--- config.mk ---
export PLATFORM = sky130hd
export DESIGN_NAME = afifo_rd_packer_flat
export DESIGN_NICKNAME = d
export VERILOG_FILES = /design/src/rtl/afifo_rd_packer_if.sv /design/src/rtl/afifo_rd_packer.sv /design/src/flat_wrapper.sv
export SDC_FILE = /design/constraint.sdc
export NUM_CORES = 1
export LEC_CHECK = 0
export ABC_AREA = 1
export BUFFER_PORTS_ARGS = -buffer_cell sky130_fd_sc_hd__buf_4
export CORE_MARGIN = 3
export CORE_UTILIZATION = 50
export CTS_CLUSTER_SIZE = 25
export DETAILED_ROUTE_END_ITERATION = 7
export PLACE_DENSITY = 0.78
export RECOVER_POWER = 25
export SLEW_MARGIN = 10
export SYNTH_ARGS = -nofsm -noshare
export SYNTH_HDL_FRONTEND = slang
export SYNTH_SLANG_ARGS = --single-unit
--- constraint.sdc ---
create_clock -name rclk -period 4.1 [get_ports rclk]
set_input_delay 0.82 -clock rclk [delete_from_list [all_inputs] [get_ports rclk]]
set_output_delay 0.82 -clock rclk [all_outputs]
set_load 0.02 [all_outputs]
--- src/rtl/afifo_rd_packer_if.sv ---
// afifo_rd_packer_if: FIFO read port and packed-word output stream of the read-side packer
interface afifo_rd_packer_if #(
    parameter int DSIZE = 8,
    parameter int PACK  = 4
);
    localparam int BW = $clog2(PACK + 1);
    logic [DSIZE-1:0]      fifo_rdata;
    logic                  fifo_rempty;
    logic                  fifo_rinc;
    logic                  flush;
    logic [DSIZE*PACK-1:0] out_data;
    logic [BW-1:0]         out_bytes;
    logic                  out_valid;
    logic                  out_ready;
    logic                  busy;
    modport master (
        input  fifo_rdata, fifo_rempty, flush, out_ready,
        output fifo_rinc, out_data, out_bytes, out_valid, busy
    );
    modport slave (
        output fifo_rdata, fifo_rempty, flush, out_ready,
        input  fifo_rinc, out_data, out_bytes, out_valid, busy
    );
endinterface

--- src/rtl/afifo_rd_packer.sv ---
// afifo_rd_packer: drains the async FIFO read port and packs PACK entries per output word
module afifo_rd_packer #(
    parameter int DSIZE = 8,
    parameter int PACK  = 4
) (
    input logic              rclk,
    input logic              rrst,
    afifo_rd_packer_if.master bus
);
    localparam int CW = $clog2(PACK);
    localparam int BW = $clog2(PACK + 1);
    localparam int AW = (PACK - 1) * DSIZE;
    localparam logic [CW-1:0] LAST = CW'(PACK - 1);

    logic [CW-1:0]         cnt_q, cnt_d;
    logic [AW-1:0]         acc_q, acc_d;
    logic [DSIZE*PACK-1:0] out_data_q, out_data_d;
    logic [BW-1:0]         out_bytes_q, out_bytes_d;
    logic                  out_valid_q, out_valid_d;
    logic                  flush_pending_q, flush_pending_d;
    logic                  out_can_load;
    logic                  pop;

    // Pop gating, lane accumulation, word/flush emission and output handshake
    always_comb begin
        out_can_load    = !out_valid_q || bus.out_ready;
        pop             = !rrst && !bus.fifo_rempty && !flush_pending_q && (cnt_q != LAST || out_can_load);
        cnt_d           = cnt_q;
        acc_d           = acc_q;
        out_data_d      = out_data_q;
        out_bytes_d     = out_bytes_q;
        out_valid_d     = out_valid_q;
        flush_pending_d = flush_pending_q;
        if (out_valid_q && bus.out_ready)
            out_valid_d = 1'b0;
        if (flush_pending_q) begin
            if (out_can_load) begin
                out_data_d      = {{DSIZE{1'b0}}, acc_q};
                out_bytes_d     = BW'(cnt_q);
                out_valid_d     = 1'b1;
                cnt_d           = '0;
                acc_d           = '0;
                flush_pending_d = 1'b0;
            end
        end else if (pop) begin
            if (cnt_q == LAST) begin
                out_data_d  = {bus.fifo_rdata, acc_q};
                out_bytes_d = BW'(PACK);
                out_valid_d = 1'b1;
                cnt_d       = '0;
                acc_d       = '0;
            end else begin
                acc_d[int'(cnt_q)*DSIZE +: DSIZE] = bus.fifo_rdata;
                cnt_d = cnt_q + 1'b1;
            end
        end
        if (bus.flush && !flush_pending_q)
            flush_pending_d = (cnt_d != '0);
    end

    // State register with synchronous reset discarding any partial or held word
    always_ff @(posedge rclk) begin
        if (rrst) begin
            cnt_q           <= '0;
            acc_q           <= '0;
            out_data_q      <= '0;
            out_bytes_q     <= '0;
            out_valid_q     <= 1'b0;
            flush_pending_q <= 1'b0;
        end else begin
            cnt_q           <= cnt_d;
            acc_q           <= acc_d;
            out_data_q      <= out_data_d;
            out_bytes_q     <= out_bytes_d;
            out_valid_q     <= out_valid_d;
            flush_pending_q <= flush_pending_d;
        end
    end

    assign bus.fifo_rinc = pop;
    assign bus.out_data  = out_data_q;
    assign bus.out_bytes = out_bytes_q;
    assign bus.out_valid = out_valid_q;
    assign bus.busy      = (cnt_q != '0) || out_valid_q || flush_pending_q;
endmodule

--- src/flat_wrapper.sv ---
// flat-port wrapper written by rule: the top's interface ports become plain ports
module afifo_rd_packer_flat 
#(
    parameter int DSIZE = 8,
    parameter int PACK  = 4
)
  (rclk, rrst, bus_fifo_rdata, bus_fifo_rempty, bus_flush, bus_out_ready, bus_fifo_rinc, bus_out_data, bus_out_bytes, bus_out_valid, bus_busy);
  afifo_rd_packer_if #(.DSIZE(DSIZE), .PACK(PACK)) bus_i ();
  input logic rclk;
  input logic rrst;
  input wire logic [$bits(bus_i.fifo_rdata)-1:0] bus_fifo_rdata;
  input wire logic [$bits(bus_i.fifo_rempty)-1:0] bus_fifo_rempty;
  input wire logic [$bits(bus_i.flush)-1:0] bus_flush;
  input wire logic [$bits(bus_i.out_ready)-1:0] bus_out_ready;
  output wire logic [$bits(bus_i.fifo_rinc)-1:0] bus_fifo_rinc;
  output wire logic [$bits(bus_i.out_data)-1:0] bus_out_data;
  output wire logic [$bits(bus_i.out_bytes)-1:0] bus_out_bytes;
  output wire logic [$bits(bus_i.out_valid)-1:0] bus_out_valid;
  output wire logic [$bits(bus_i.busy)-1:0] bus_busy;
  assign bus_i.fifo_rdata = bus_fifo_rdata;
  assign bus_i.fifo_rempty = bus_fifo_rempty;
  assign bus_i.flush = bus_flush;
  assign bus_i.out_ready = bus_out_ready;
  assign bus_fifo_rinc = bus_i.fifo_rinc;
  assign bus_out_data = bus_i.out_data;
  assign bus_out_bytes = bus_i.out_bytes;
  assign bus_out_valid = bus_i.out_valid;
  assign bus_busy = bus_i.busy;
  afifo_rd_packer #(.DSIZE(DSIZE), .PACK(PACK)) u_core (.rclk(rclk), .rrst(rrst), .bus(bus_i));
endmodule
==> flow_metrics.tcl, run 1 <==
set metrics [dict create \
    status "complete, no violations" \
    vias_per_cell 4.993 \
    setup_tns_ns 0 \
    pwr_density_cell_mw_per_mm2 418.9 \
    cts_buffers 9 \
    hold_path_class "register to register" \
    rows 25 \
    track_usage_pct 18.89 \
    clkTransAtPathRegs_ns 0.06 \
    synth_top_cell_area_share_pct 49.05 \
    cts_buffer_depth 2 \
    maxSlewHeadroom_pct 59.82 \
    ys_types 27 \
    synthesis.nets 342 \
    finClkSkew_ns 0.005973 \
    ctsResizeCount 0 \
    synth_area_leader_cell "dfxtp_1" \
    critPathCaptureType "register" \
    whs_ns 0.4536 \
    syn_avg_cell_area_um2 7.936 \
    ant_nets 0 \
    antenna_found_initial 0 \
    worst_slack_ns 1.485 \
    period_needed_ns 2.615 \
    routed-via-count 2197 \
    routedWlPerCell_um 12.34 \
    die_w_um 77.71 \
    fmaxAchievable_mhz 382.4 \
    rsz0062_at_grt "no" \
    vdd_drop_max_uv 225.8 \
    wirelength_mm 5.431 \
    worstSetupStartpointType "input pin" \
    hold_violations 0 \
    drtPass1Iterations 5 \
    pre_cts_ws_ns 1.180 \
    min_period_over_period_pct 63.79 \
    cts.sinks 63 \
    drv_slew 0 \
    first_global_vias 1947 \
    worst_pin_slew_ns 0.6020 \
    core_mm2 0.004848 \
    syn-cell-area_mm2 0.002571 \
    worstPathArrival_ns 2.88 \
    grt_max_degree 40 \
    root_buffer "clkbuf_8" \
    crit_fanout 39 \
    die_area_mm2 0.006039 \
    drc 0 \
    dp_hpwl_mm 3.901 \
    yosys_warnings 0 \
    antenna_cells 0 \
    place_congestion 0.8682 \
    fin_util_pct 61.68 \
    start_util_pct 53.03 \
    setup_viol 0 \
    cts_setup_buffers 0 \
    ios 51 \
    synth_seq_cells 63 \
    drv_cap 0 \
    htreeDepth 3 \
    hold_buffers 0 \
    die_y_um 77.71 \
    grt_first_pass_wirelength_mm 9.018 \
    path_class "input pin to register" \
    cts_tree "done" \
    synthesis.instances 324 \
    syn_to_final_growth_pct 16.30 \
    ys_seq_area_share_pct 49.05 \
    drt_iter0_drc 176 \
    nets 388 \
    port_buffers 50 \
    overflow 0 \
    total_leakage_power_nw 1.194 \
    ys_top_cells_by_area "dfxtp_1 (49%), nor2_1 (8.6%), a21oi_1 (8.6%)" \
    drive_above_1_share_pct 15.28 \
    cp_data_required_time_ns 4.36 \
    clk_latency_ns 0.33 \
]
flip-flops by register name (all words and copies together), names as in the netlist:
name and flops:
u_core.flush_pending_q 1, u_core.cnt_q 2, u_core.bus.out_bytes 3, u_core.bus.out_valid 1, u_core.acc_q 24, u_core.bus.out_data 32
path summary, 6_finish.rpt:
kind	from	end	slack (ns)	cells past startpoint
max	rrst	u_core.bus.out_data[9]$_SDFFE_PP0P_	1.48	9
min	u_core.acc_q[11]$_SDFFE_PP0P_	u_core.bus.out_data[11]$_SDFFE_PP0P_	0.45	2
max reg2reg	u_core.cnt_q[0]$_SDFF_PP0_	u_core.bus.out_data[9]$_SDFFE_PP0P_	1.64	9
min reg2reg	u_core.acc_q[11]$_SDFFE_PP0P_	u_core.bus.out_data[11]$_SDFFE_PP0P_	0.45	2
power by group:
group / switching, mW / internal, mW
registers: 0.0158 / 0.638
clock network: 0.209 / 0.245
logic: 0.0958 / 0.0497
layer usage:
metal  vias up  wire length [um]  GRT usage, %
li1       1154                 -             -
met1       971              2458         23.23
met2        66              2567         29.62
met3         6               353         7.193
met4         0                51         7.651
met5         -                 0             0
area by class of cell:
class	count	area, um2
multi-input combinational	217	1074
fill	465	1858
sequential	63	1261
clock buffer	13	158.9
inverter	28	107.6
tap	67	83.83
clock inverter	1	5.005
timing repair buffer	51	300.3
Yosys cell counts:
master	number
dfxtp_1	63
nor2_4	2
inv_2	4
nand3_1	9
a21oi_1	44
a211oi_1	6
or2_1	1
buf_6	8
clkbuf_1	4
o21ai_4	1
nand4_1	4
nor3_1	8
a211oi_2	2
buf_4	1
buf_1	3
clkinv_1	1
nor2_1	59
nor2_2	2
o21ai_1	11
inv_1	22
ha_1	5
o21ai_0	21
nand2_2	3
inv_4	1
nand2_1	37
nand3_2	1
o21ai_2	1
critical path: stages:
cell     delay, ns
buf_4         0.23
nor2_1        0.19
nand3_1       0.18
nand2_2       0.26
nand2_1       0.35
buf_4         0.31
inv_4         0.24
o21ai_0       0.13
a21oi_1       0.15
layout by cell type, fill, tap and decap left out, drive strengths merged:
cell	count
clkinv	2
buf	29
clkbuf	35
ha	5
a21oi	44
inv	27
or2	1
o21ai	34
nor2	63
nand3	10
nor3	8
nand2	40
nand4	4
dfxtp	63
a211oi	8
metrics by stage:
stage | std cells | area, um2 | power [mW]
4_1_cts | 440 | 3078 | 1.268
3_5_place_dp | 426 | 2914 | 0.8158
3_3_place_gp | 426 | 2914 | 0.8129
6_report | 440 | 2990 | 1.253
5_1_grt | 440 | 2990 | 1.312
2_1_floorplan | 324 | 2571 | 0.7712
kinds of logic (layout without fill, tap and decap cells):
logic type,count (synthesis),count (layout),share of synthesized area [%]
fa+ha+maj,5,5,2.433
flops,63,63,49.05
simple gates,126,126,21.02
compound gates,86,86,18.49
buf+inv,44,93,9.002
Note: power is estimated with default switching activity, not from simulation.
==> inputs of run 2 (changes only) <==
Clock period 4.1 ns to 2.56 ns, I/O delays scaled along.
==> flow_metrics.tcl, run 2 (synthesized netlist as in run 1, its figures left out) <==
set metrics [dict create \
    cts_buffer_depth 2 \
    largest_reg_flops 32 \
    antenna_found_initial 0 \
    r2r_slack_ns 0.60 \
    rows 25 \
    die_area_mm2 0.006039 \
    wirelength_mm 5.537 \
    antenna_cells 0 \
    period_needed_ns 2.089 \
    grt_max_degree 40 \
    drv_slew 0 \
    first_global_vias 2043 \
    layout_common_cells "dfxtp_1 (63), nor2_1 (59), a21oi_1 (44), nand2_1 (37), buf_4 (27)" \
    cp_data_required_time_ns 2.05 \
    rsz0062_at_grt "no" \
    hold_start "bus_fifo_rdata[5]" \
    drv_cap 0 \
    grt_first_pass_wirelength_mm 9.280 \
    worstSetupStartpointType "register" \
    worstPathArrival_ns 1.58 \
    setup_viol 0 \
    fillers 463 \
    hold_violations 0 \
    ios 51 \
    worst_pin_slew_ns 0.6224 \
    pwr_density_cell_mw_per_mm2 702.9 \
    multi_input_area_mm2 0.001079 \
    vdd_drop_max_uv 385.8 \
    regArea_mm2 0.001261 \
    drt_iter0_drc 143 \
    finClkSkew_ns 0.007849 \
    syn_to_final_growth_pct 17.66 \
    clk_latency_ns 0.34 \
    drtPass1Iterations 4 \
    cts_setup_buffers 0 \
    die_w_um 77.71 \
    critPathCaptureType "output pin" \
    finalPower_mw 2.127 \
    htreeDepth 3 \
    ctsResizeCount 0 \
    hold_path_class "input pin to register" \
    start_util_pct 53.03 \
    setup_tns_ns 0 \
    drive_above_1_share_pct 15.96 \
    clkTransAtPathRegs_ns 0.07 \
    nets 389 \
    overflow 0 \
    dp_hpwl_mm 3.900 \
    cts_tree "done" \
    total_leakage_power_nw 1.201 \
    routedWlPerCell_um 12.50 \
    crit_fanout 7 \
    hold_buffers 0 \
    core_mm2 0.004848 \
    vias_per_cell 5.023 \
    min_period_over_period_pct 81.59 \
    maxSlewHeadroom_pct 58.46 \
    routed-via-count 2225 \
    reg2reg_from "u_core.cnt_q[0]$_SDFF_PP0_" \
    port_buffers 50 \
    worstSetupStartpoint "u_core.cnt_q[0]$_SDFF_PP0_" \
    status "complete, no violations" \
    die_y_um 77.71 \
    cts_buffers 9 \
    final_common_cell "dfxtp_1" \
    fin_util_pct 62.40 \
    root_buffer "clkbuf_8" \
    place_congestion 0.8491 \
    drc 0 \
    ant_nets 0 \
    track_usage_pct 19.60 \
    path_class "register to output pin" \
    cts.sinks 63 \
    fmaxAchievable_mhz 478.8 \
]
==> run 2: cell count changes in the layout (fill, tap and decap cells not counted), sizes merged <==
cell | before | now
buf | 29 | 27
clkinv | 2 | 4
bufinv | 0 | 1
clkinvlp | 0 | 2
==> run 2: layer usage <==
| metal | global-route usage, % | share of wire (%) |
|---|---|---|
| met2 | 30.05 | 46 |
| met4 | 11.21 | 1.6 |
| met3 | 5.336 | 5.7 |
| met5 | 0 | 0 |
| met1 | 24.71 | 46 |
==> run 2: worst max-delay path, stage by stage (launching register included) <==
cell and delay [ns]:
dfxtp_1 0.46, ha_1 0.32, nand3_1 0.12, nand3_2 0.11, inv_1 0.08, buf_4 0.16
==> run 2: worst paths after layout <==
kind	end	cells after the start
max reg2reg	u_core.acc_q[11]$_SDFFE_PP0P_	6
min	u_core.bus.out_data[29]$_SDFFE_PP0P_	3
max	bus_fifo_rinc	5
min reg2reg	u_core.bus.out_data[12]$_SDFFE_PP0P_	2
==> run 2: through the flow <==
step / cell area (um2) / cells / hold WS [ns] / setup slack (ns)
finish: 3025 / 443 / 0.4496 / 0.4712
global route: 3025 / 443 / 0.4427 / 0.3786
CTS: 3119 / 443 / 0.4372 / 0.4762
detailed placement: 2922 / 427 / 0.4543 / 0.4987
global placement: 2922 / 427 / 0.4432 / 0.5558
floorplan: 2571 / 324 / 0.4297 / 0.9631
==> run 2: report_power, final <==
group | leakage, nW | switching [mW] | internal, mW
sequential | 0.511 | 0.0231 | 1.02
clock | 0.0981 | 0.376 | 0.470
combinational | 0.592 | 0.156 | 0.0812
==> run 2: cell type report <==
type / instances / share of cell area [%]
Sequential cell: 63 / 41.69
Multi-Input combinational cell: 217 / 35.65
Timing Repair Buffer: 52 / 9.801
Clock inverter: 6 / 1.985
Inverter: 28 / 3.557
Clock buffer: 10 / 4.549
Tap cell: 67 / 2.771
